==> src/rtl/fir_sched_pkg.sv <==
// Shared types and constants for the transmit FIR scheduler.
// FSM encoding, polyphase/flush geometry and the filler sample value.
package fir_sched_pkg;

  typedef enum logic [1:0] {
    IDLE  = 2'd0,
    START = 2'd1,
    RUN   = 2'd2,
    FLUSH = 2'd3
  } state_t;

  localparam int N_PHASES  = 4;
  localparam int N_FLUSH   = 6;
  localparam int FILL_DATA = 0;

endpackage

==> src/rtl/fir_tick_gen.sv <==
// Programmable rate divider: one tick every div_q+1 cycles while run is high.
// clear restarts the count so the first tick lands div_q+1 cycles after run rises.
module fir_tick_gen #(
  parameter int NB_DIV = 8
) (
  input  logic              clk,
  input  logic              rst_n,
  input  logic              clear,
  input  logic [NB_DIV-1:0] div_q,
  input  logic              run,
  output logic              tick
);

  logic [NB_DIV-1:0] cnt;

  assign tick = run & ~clear & (cnt == div_q);

  always_ff @(posedge clk or negedge rst_n) begin
    if (!rst_n) begin
      cnt <= '0;
    end else if (clear) begin
      cnt <= '0;
    end else if (run) begin
      cnt <= tick ? '0 : cnt + NB_DIV'(1);
    end
  end

endmodule

==> src/rtl/fir_tx_scheduler.sv <==
// Strobe sequencer for the 4-phase polyphase TX FIR with a 1-entry symbol buffer.
// Optional underflow counter output enabled by FIR_SCHED_UNDERFLOW_CNT_EN.
module fir_tx_scheduler #(
  parameter int NB_DATA  = 8,
  parameter int NB_DIV   = 8,
  parameter int N_PHASES = fir_sched_pkg::N_PHASES,
  parameter int N_FLUSH  = fir_sched_pkg::N_FLUSH
`ifdef FIR_SCHED_UNDERFLOW_CNT_EN
  , parameter int NB_CNT = 16
`endif
) (
  input  logic               clock,
  input  logic               i_reset,
  input  logic               i_start,
  input  logic               i_stop,
  input  logic [NB_DIV-1:0]  i_div,
  input  logic               i_sym_valid,
  input  logic [NB_DATA-1:0] i_sym_data,
  output logic               o_sym_ready,
  output logic               o_fir_reset,
  output logic               o_fir_enable,
  output logic               o_fir_valid,
  output logic [NB_DATA-1:0] o_fir_data,
  output logic [1:0]         o_phase,
  output logic               o_busy,
  output logic               o_underflow
`ifdef FIR_SCHED_UNDERFLOW_CNT_EN
  , output logic [NB_CNT-1:0] o_underflow_cnt
`endif
);

  import fir_sched_pkg::*;

  localparam logic [1:0] LAST_PH = 2'(N_PHASES - 1);
  localparam int         NB_FL   = $clog2(N_FLUSH + 1);
  localparam logic [NB_FL-1:0] FL_MAX = NB_FL'(N_FLUSH);

  state_t              state;
  logic [NB_DIV-1:0]   div_q;
  logic                buf_full;
  logic [NB_DATA-1:0]  buf_data;
  logic                stop_pend;
  logic [NB_FL-1:0]    flush_cnt;
  logic                tick;
  logic                div_clear;
  logic                div_run;
  logic                xfer;
  logic [1:0]          ph_now;
  logic                strobe;
  logic                flush_done;

  // Handshake: a symbol moves when i_sym_valid and o_sym_ready are both high
  // at a rising clock edge; ready depends only on registered state, never on valid.
  assign o_sym_ready = ~buf_full & (state == START | state == RUN);
  assign xfer        = i_sym_valid & o_sym_ready;

  assign div_clear = (state == IDLE) & i_start & ~i_stop;
  assign div_run   = (state == RUN) | (state == FLUSH);

  // Phase the filter will hold while the next registered enable is visible.
  assign ph_now = o_fir_enable ? ((o_phase == LAST_PH) ? 2'd0 : o_phase + 2'd1) : o_phase;
  assign strobe = tick & (ph_now == 2'd0);

  // Leave FLUSH once the last enable after the final filler strobe wraps the phase.
  assign flush_done = (state == FLUSH) & o_fir_enable & (o_phase == LAST_PH) &
                      (flush_cnt == FL_MAX);

  fir_tick_gen #(.NB_DIV(NB_DIV)) u_tick (
    .clk   (clock),
    .rst_n (i_reset),
    .clear (div_clear),
    .div_q (div_q),
    .run   (div_run),
    .tick  (tick)
  );

  always_ff @(posedge clock or negedge i_reset) begin
    if (!i_reset) begin
      state        <= IDLE;
      div_q        <= '0;
      buf_full     <= 1'b0;
      buf_data     <= '0;
      stop_pend    <= 1'b0;
      flush_cnt    <= '0;
      o_fir_reset  <= 1'b1;
      o_fir_enable <= 1'b0;
      o_fir_valid  <= 1'b0;
      o_fir_data   <= '0;
      o_phase      <= 2'd0;
      o_busy       <= 1'b0;
      o_underflow  <= 1'b0;
    end else begin
      o_fir_enable <= 1'b0;
      o_fir_valid  <= 1'b0;
      o_underflow  <= 1'b0;
      o_phase      <= ph_now;
      if (xfer) begin
        buf_full <= 1'b1;
        buf_data <= i_sym_data;
      end
      case (state)
        IDLE: begin
          o_fir_reset <= 1'b1;
          o_busy      <= 1'b0;
          if (div_clear) begin
            state       <= START;
            div_q       <= i_div;
            o_phase     <= 2'd0;
            o_fir_reset <= 1'b0;
            o_busy      <= 1'b1;
            stop_pend   <= 1'b0;
            buf_full    <= 1'b0;
          end
        end
        START: begin
          if (i_stop) begin
            state       <= IDLE;
            o_fir_reset <= 1'b1;
            o_busy      <= 1'b0;
          end else if (buf_full) begin
            state <= RUN;
          end
        end
        RUN: begin
          if (i_stop) stop_pend <= 1'b1;
          if (tick) o_fir_enable <= 1'b1;
          if (strobe) begin
            o_fir_valid <= 1'b1;
            // ready is low while full, so a consume never collides with a refill
            if (buf_full) begin
              o_fir_data <= buf_data;
              buf_full   <= 1'b0;
            end else begin
              o_underflow <= 1'b1;
            end
            if (stop_pend | i_stop) begin
              state     <= FLUSH;
              flush_cnt <= '0;
              buf_full  <= 1'b0;
            end
          end
        end
        FLUSH: begin
          buf_full <= 1'b0;
          if (flush_done) begin
            state       <= IDLE;
            o_fir_reset <= 1'b1;
            o_busy      <= 1'b0;
          end else begin
            if (tick) o_fir_enable <= 1'b1;
            if (strobe && flush_cnt != FL_MAX) begin
              o_fir_valid <= 1'b1;
              o_fir_data  <= NB_DATA'(FILL_DATA);
              flush_cnt   <= flush_cnt + NB_FL'(1);
            end
          end
        end
      endcase
    end
  end

`ifdef FIR_SCHED_UNDERFLOW_CNT_EN
  always_ff @(posedge clock or negedge i_reset) begin
    if (!i_reset) begin
      o_underflow_cnt <= '0;
    end else if (div_clear) begin
      o_underflow_cnt <= '0;
    end else if (o_underflow && o_underflow_cnt != '1) begin
      o_underflow_cnt <= o_underflow_cnt + NB_CNT'(1);
    end
  end
`endif

endmodule

==> config.mk <==
export PLATFORM = sky130hd
export DESIGN_NAME = fir_tx_scheduler
export DESIGN_NICKNAME = d
export VERILOG_FILES = /design/src/rtl/fir_sched_pkg.sv /design/src/rtl/fir_tick_gen.sv /design/src/rtl/fir_tx_scheduler.sv
export SDC_FILE = /design/constraint.sdc
export NUM_CORES = 1
export LEC_CHECK = 0
export BUFFER_PORTS_ARGS = -buffer_cell sky130_fd_sc_hd__buf_2
export CORE_MARGIN = 3
export CORE_UTILIZATION = 50
export DETAILED_ROUTE_END_ITERATION = 10
export GPL_TIMING_DRIVEN = 0
export HOLD_SLACK_MARGIN = 0.1
export PLACE_DENSITY = 0.72
export SYNTH_ARGS = -nofsm -noshare
export SYNTH_HDL_FRONTEND = slang
export SYNTH_SLANG_ARGS = --single-unit
export TNS_END_PERCENT = 10
==> constraint.sdc <==
create_clock -name clock -period 2.15 [get_ports clock]
set_input_delay 0.1075 -clock clock [delete_from_list [all_inputs] [get_ports clock]]
set_output_delay 0.1075 -clock clock [all_outputs]
set_load 0.005 [all_outputs]
==> metrics.md, run 1 <==
| Metric | Value |
|---|---|
| Synthesized-area fraction occupied by adder cells | 4.889% |
| Violations in the final reports | setup timing |
| Worst path max stage delay | 400 ps |
| Antenna-violating nets left | 0 |
| Total iterations of the first detailed-routing run | 4 |
| Total buffers and inverters traversed by the critical path | 1 |
| Largest family of logic cells by synthesized area | simple AND/OR/NAND/NOR gates |
| Most frequent cells in the layout | dfrtp_1, nand2_1, buf_2 |
| Netlist cell types | 43 |
| RSZ-0062 raised after global routing | yes |
| Critical path class | reg2reg |
| Fin crit period | 2175 ps |
| Synth Area per Inst | slightly above 10 µm² |
| Clock skew | roughly 4.4 ps |
| Initial antenna violation count | 0 |
| CTS tree | built |
| Utilization after layout | 65.08% |
| #FFs+latches synth | 46 |
| GPL Wtd Cong | 0.8006 |
| Placed inst area | 2549 µm² |
| Share of layout cells above drive strength 1 | 24.21% |
| CTS buffer count | 5 |
| GRT Max-Usage Layer | met2 |
| # IOs | 37 |
| Routing usage on met2 | 31.79% |
| Nets | 314 |
| Max_slew headroom | 31.17% |
| GR Util met1 | 29.30% |
| Floorplan row count | 24 |
| Diode count | 0 |
| Post-synthesis simple-gate area fraction | 16.13% |
| Fin. Hold Viols | 0 |
| H-tree depth | 2 |
| Crit end category | flop |
| Post-synth EDFFs | 0 |
| Clk_lat worst skew | 300 ps |
| Worst setup SP type | flop |
| Input/output buffers | 36 |
| Worst EP required | 2350 ps |
| Tcrit/Tclk final | 101.2% |
| Die Area | approximately 5500 µm² |
| Cells after synthesis | ~220 |
| Post-detail-place hpwl | around 3500 µm |
| Critical Path Fanout Max | 6 |
| Clock transition at path regs | 90 ps |
| Number of remaining DRC errors | 0 |
| Initial core utilization | approximately 52% |
| Seq/Total Area, Yosys | 50.03% |
| Leak Pwr | 0.001390 µW |
| Worst Slack Setup Final | -25.15 ps |
| Routed wire length | roughly 5300 µm |
| Commonest non-fill, non-tap cell in the layout | dfrtp_1 |
| Clock Tree Buf Depth | 2 |
| Vias in the first global route | ~1800 |
| CTS root buffer | clkbuf_8 |
| Synth Cell Area | 2303 µm² |
| FMAX | 0.4597 GHz |
| Synth Net Count | 254 |
| Main synth FF type | dfrtp_1 |
| Maxcap violations | 0 |
| Arr. time, crit path | 2370 ps |
| First-pass GRT wire length | 8797 µm |
| Yosys warning count | 0 |
| Slew of the pin with the lowest slew margin | 1032 ps |
| HP Class | in2reg |
| Synth Area in XOR/XNOR | roughly 4.2% |
| GR met3 Demand/Resource | 5.062% |
| Mux cell area share after synthesis | 6.192% |
| Pwr Total | 3388 µW |
| Vias per cell | roughly 5.6 |
| CP Cell Sequence | inv_1, ha_1, and3b_1, nor2_2, a41oi_1, nor3_1, mux2_2 |
| Final setup fails | 1 |
| Synth Area in Compound Gates | 14.77% |
| Async set-reset flop share out of synthesis | between 90% and 100% |
| Total grt overflow | 0 |
| Cell Pwr Density | ~1200 nW/µm² |
| Via count | 1892 |
| Run status | complete, but fails checks |
| Final Cell Area | 2873 µm² |
| Core Box Area | 4414 µm² |
| Die Y-Extent | between 70 and 80 µm |
| Die width | 73.88 µm |
| GRT Overall Usage | 21.16% |
| Average routed wire per standard cell | 15.66 µm |
| Worst vdd ir | between 700 and 800 µV |
| Area growth syn-to-layout | 24.72% |
| CTS Sinks | 46 |
| Pin count of the biggest net entering global routing | 47 |
| DRT iter0 DRCs | about 100 |
| CP max-delay cell | dfrtp_1 |
| Final Slew Violations | 0 |
| Crit-path leading delay family | simple AND/OR/NAND/NOR gates |
==> worst paths after layout <==
path / to / slack [ps] / startpoint / cells past startpoint
setup / recovery: flop / -30 / state[0] / 7
hold / removal: stop_pend / 130 / i_stop / 3
setup reg to reg: flop / -30 / state[0] / 7
hold reg to reg: div_q[1] / 510 / div_q[1] / 2
max in group asynchronous: div_q[1] / 990 / i_reset / 2
min in group asynchronous: u_tick.cnt[6] / 520 / i_reset / 2
==> worst min-delay path, cell delays in order <==
cell and delay, ps:
buf_2 140, nand2b_1 80, a21oi_1 60
==> per-stage QoR <==
stage / worst slack, ps / std cells / TNS, ps / hold WS [ps]
global placement: -188.6 / 312 / -1514 / 299.0
detailed placement: -270.7 / 312 / -2001 / 307.5
floorplan: 208.4 / 224 / 0 / -188.1
finish: -25.15 / 337 / -25.15 / 126.0
CTS: 1.455 / 337 / 0 / 114.1
global route: -129.8 / 337 / -823.8 / 138.3
==> Yosys cell counts (all sizes together) (2+ instances only) <==
cell,count,share of area [%]
nor4,2,1.8
o32ai,2,0.76
ha,9,4.9
mux2i,3,1.3
nand2,38,6.3
nand3,3,0.65
o41ai,8,3.0
buf,2,0.38
nor2b,3,0.81
a211oi,2,0.65
a22oi,2,0.65
a31oi,4,1.1
nor2,7,1.1
clkbuf,5,0.81
nand4,2,0.81
dfrtp,45,49
xor2,10,3.8
nor3,6,1.5
nand2b,5,1.4
and3,2,0.60
o21ai,17,3.7
a21oi,8,1.7
inv,16,2.6
mux2,10,4.9
==> kinds of logic (layout without fill, tap and decap cells) <==
logic type	Yosys count	count (layout)
xor gates and xnor gates	11	11
muxes	13	13
and+or+nand+nor	71	71
AOI/OAI and AO/OA	51	51
buffers and inverters	23	84
DFF	46	46
adders and majority gates	9	9
==> layer usage <==
| metal | part of all wire (%) | vias to the layer above |
|---|---|---|
| met5 | 0 | - |
| met4 | 2.3 | 0 |
| met3 | 4.7 | 13 |
| met2 | 49 | 52 |
| met1 | 44 | 918 |
| li1 | - | 909 |
==> where the power goes <==
group | leakage, µW | switching, µW | internal, µW | total, µW
Combinational | 0.000742 | 801 | 572 | 1370
Clock | 0.0000514 | 305 | 347 | 652
Sequential | 0.000596 | 213 | 1150 | 1360
==> flip-flops by register name, indices dropped and copies added, names as in the netlist, named ones only <==
name and flops:
state 1, o_fir_enable 1, buf_full 1, o_busy 1, o_fir_reset 1, flush_cnt 3, o_fir_valid 1, o_phase 2
o_underflow 1, o_fir_data 8, div_q 8, buf_data 8, u_tick.cnt 8, stop_pend 1
==> repair_timing <==
| action | CTS | global route |
|---|---|---|
| setup endpoints to repair | 12 | 11 |
| gates resized for setup | 5 | 4 |
| setup buffers | 1 | 0 |
| hold buffers | 17 | 0 |
| hold endpoints to repair | 61 | 0 |
| pin swaps | 1 | 0 |
==> layout make-up <==
type | instances | area, µm²
buffer | 6 | 25.02
clock buffer | 6 | 72.57
timing repair buffer | 54 | 357.8
inverter | 16 | 60.06
clock inverter | 2 | 37.54
sequential | 46 | 1152
multi-input combinational | 155 | 1102
tap | 52 | 65.06
fill | 357 | 1541
Note: power is estimated with default switching activity, not from simulation.
==> run 2: changes to the inputs <==
- CORE_ASPECT_RATIO: default -> 0.9
==> metrics.md, run 2 (same netlist as run 1, synthesis figures left out) <==
| Metric | Value |
|---|---|
| Total setup buffers inserted after CTS | 0 |
| GR Util met1 | 30.39% |
| Share of layout cells above drive strength 1 | about a quarter |
| Leak Pwr | 0.001401 µW |
| Slew of the pin with the lowest slew margin | 1000 ps |
| Input/output buffers | 36 |
| CTS buffer count | 5 |
| Total buffers and inverters traversed by the critical path | 1 |
| Placed inst area | 2559 µm² |
| Worst vdd ir | 792.7 µV |
| CTS root buffer | clkbuf_8 |
| DRT iter0 DRCs | 157 |
| Commonest non-fill, non-tap cell in the layout | dfrtp_1 |
| H-tree depth | 2 |
| Routing usage on met2 | 28.95% |
| Crit-path leading delay family | simple AND/OR/NAND/NOR gates |
| Fin. Hold Viols | 0 |
| Clk_lat worst skew | 300 ps |
| Sw frac | 38.98% |
| HP Class | in2reg |
| Number of remaining DRC errors | 0 |
| Total iterations of the first detailed-routing run | 5 |
| Initial antenna violation count | 0 |
| Crit end category | flop |
| Critical path class | reg2reg |
| Diode count | 0 |
| Routed wire length | 5097 µm |
| Fillers | 330 |
| Worst EP required | 2320 ps |
| Sequential share of power | 39.9% |
| Final setup TNS | 0 ps |
| Final Slew Violations | 0 |
| FMAX | 0.4661 GHz |
| Floorplan row count | 22 |
| Antenna-violating nets left | 0 |
| Arr. time, crit path | approximately 2300 ps |
| GPL Wtd Cong | 0.8056 |
| Nets | roughly 310 |
| Worst setup SP type | flop |
| # IOs | 37 |
| Hold slack | 117.0 ps |
| Final Cell Area | 2902 µm² |
| Clock skew | 5.335 ps |
| Pin count of the biggest net entering global routing | 47 |
| Average routed wire per standard cell | 14.82 µm |
| Core Box Area | 4267 µm² |
| Final setup fails | 0 |
| Fin crit period | 2145 ps |
| NetSw | 1332 µW |
| Clock Tree Buf Depth | 2 |
| Worst path max stage delay | 490 ps |
| Via count | 1857 |
| Max_slew headroom | 33.32% |
| First-pass GRT wire length | approximately 8700 µm |
| Post-detail-place hpwl | 3478 µm |
| CTS Sinks | 46 |
| GRT Overall Usage | 20.08% |
| Tcrit/Tclk final | 99.79% |
| Run status | complete, no violations |
| CP max-delay cell | nor4_4 |
| Area growth syn-to-layout | 25.96% |
| Internal power | approximately 2100 µW |
| Maxcap violations | 0 |
| RSZ-0062 raised after global routing | yes |
| Logic pwr share | 40.7% |
| Critical Path Fanout Max | 10 |
| Die width | 77.55 µm |
| Die Area | 5458 µm² |
| Vias per cell | 5.398 |
| Vias in the first global route | 1776 |
| Clock transition at path regs | roughly 90 ps |
| Cell Pwr Density | 1178 nW/µm² |
| GRT Max-Usage Layer | met1 |
| Clk network pwr share | 19.5% |
| Die Y-Extent | 70.39 µm |
| CP Cell Sequence | xor2_1, nor4_4, nand4_4, buf_2, o21ai_0, o41ai_1 |
| CTS tree | built |
| Total grt overflow | 0 |
| GR met3 Demand/Resource | under 10% |
| Most frequent cells in the layout | dfrtp_1, nand2_1, buf_2 |
| Initial core utilization | 53.99% |
-- run 2: power by group through the flow --
| stage | Sequential (µW) | Combinational (µW) | Clock, µW |
|---|---|---|---|
| after floorplan | 1330 | 961 | 0 |
| after global placement | 1370 | 1240 | 0 |
| after detailed placement | 1370 | 1290 | 0 |
| after CTS | 1360 | 1350 | 681 |
| after global routing | 1400 | 1570 | 730 |
| final | 1360 | 1390 | 665 |
-- run 2: per-layer routing --
metal  vias to the layer above  share of wire [%]
met2                        62                 45
met4                         0               0.84
met5                         -                  0
met3                         7                5.9
met1                       884                 48
li1                        904                  -
-- run 2: through the flow --
stage	total power [µW]	util, %	worst slack (ps)	cells
after floorplan	2288	-	208.4	224
after global placement	2609	59.97	-159.2	320
after detailed placement	2661	59.97	-301.3	320
after CTS	3386	67.18	56.30	344
after global routing	3694	68.01	-119.1	344
final	3417	68.01	4.619	344
-- run 2: worst reg2reg max path, stage by stage, from the launching register on --
cell and delay (ps):
dfrtp_1 470, xor2_1 200, nor4_4 490, nand4_4 280, buf_2 260, o21ai_0 210
o41ai_1 110
-- run 2: final cells by class --
cell class                      instances  area [µm²]  share of cell area, %
Clock inverter                          3       47.55                  1.639
Clock buffer                            5       68.82                  2.372
Tap cell                               60       75.07                  2.587
Inverter                               16       60.06                  2.070
Multi-Input combinational cell        155        1122                  38.68
Sequential cell                        46        1152                  39.72
Timing Repair Buffer                   53       350.3                  12.07
Buffer                                  6       25.02                 0.8624
-- run 2: worst paths after layout --
check / end / cells past startpoint / slack, ps / startpoint
setup reg to reg: o_fir_data[6] / 6 / 5 / u_tick.cnt[2]
hold reg to reg: o_fir_data[0] / 2 / 500 / o_fir_data[0]
hold / removal: stop_pend / 3 / 120 / i_stop
min in group asynchronous: buf_data[3] / 2 / 510 / i_reset
setup / recovery: o_fir_data[6] / 6 / 5 / u_tick.cnt[2]
max in group asynchronous: asynchronous set/reset pin / 2 / 1030 / i_reset
-- run 2: timing repair --
item,4_1_cts,5_1_grt
pin swaps,0,2
gates resized for setup,5,6
endpoints found under the hold margin,61,0
hold buffers,17,0
setup endpoints to repair,11,11
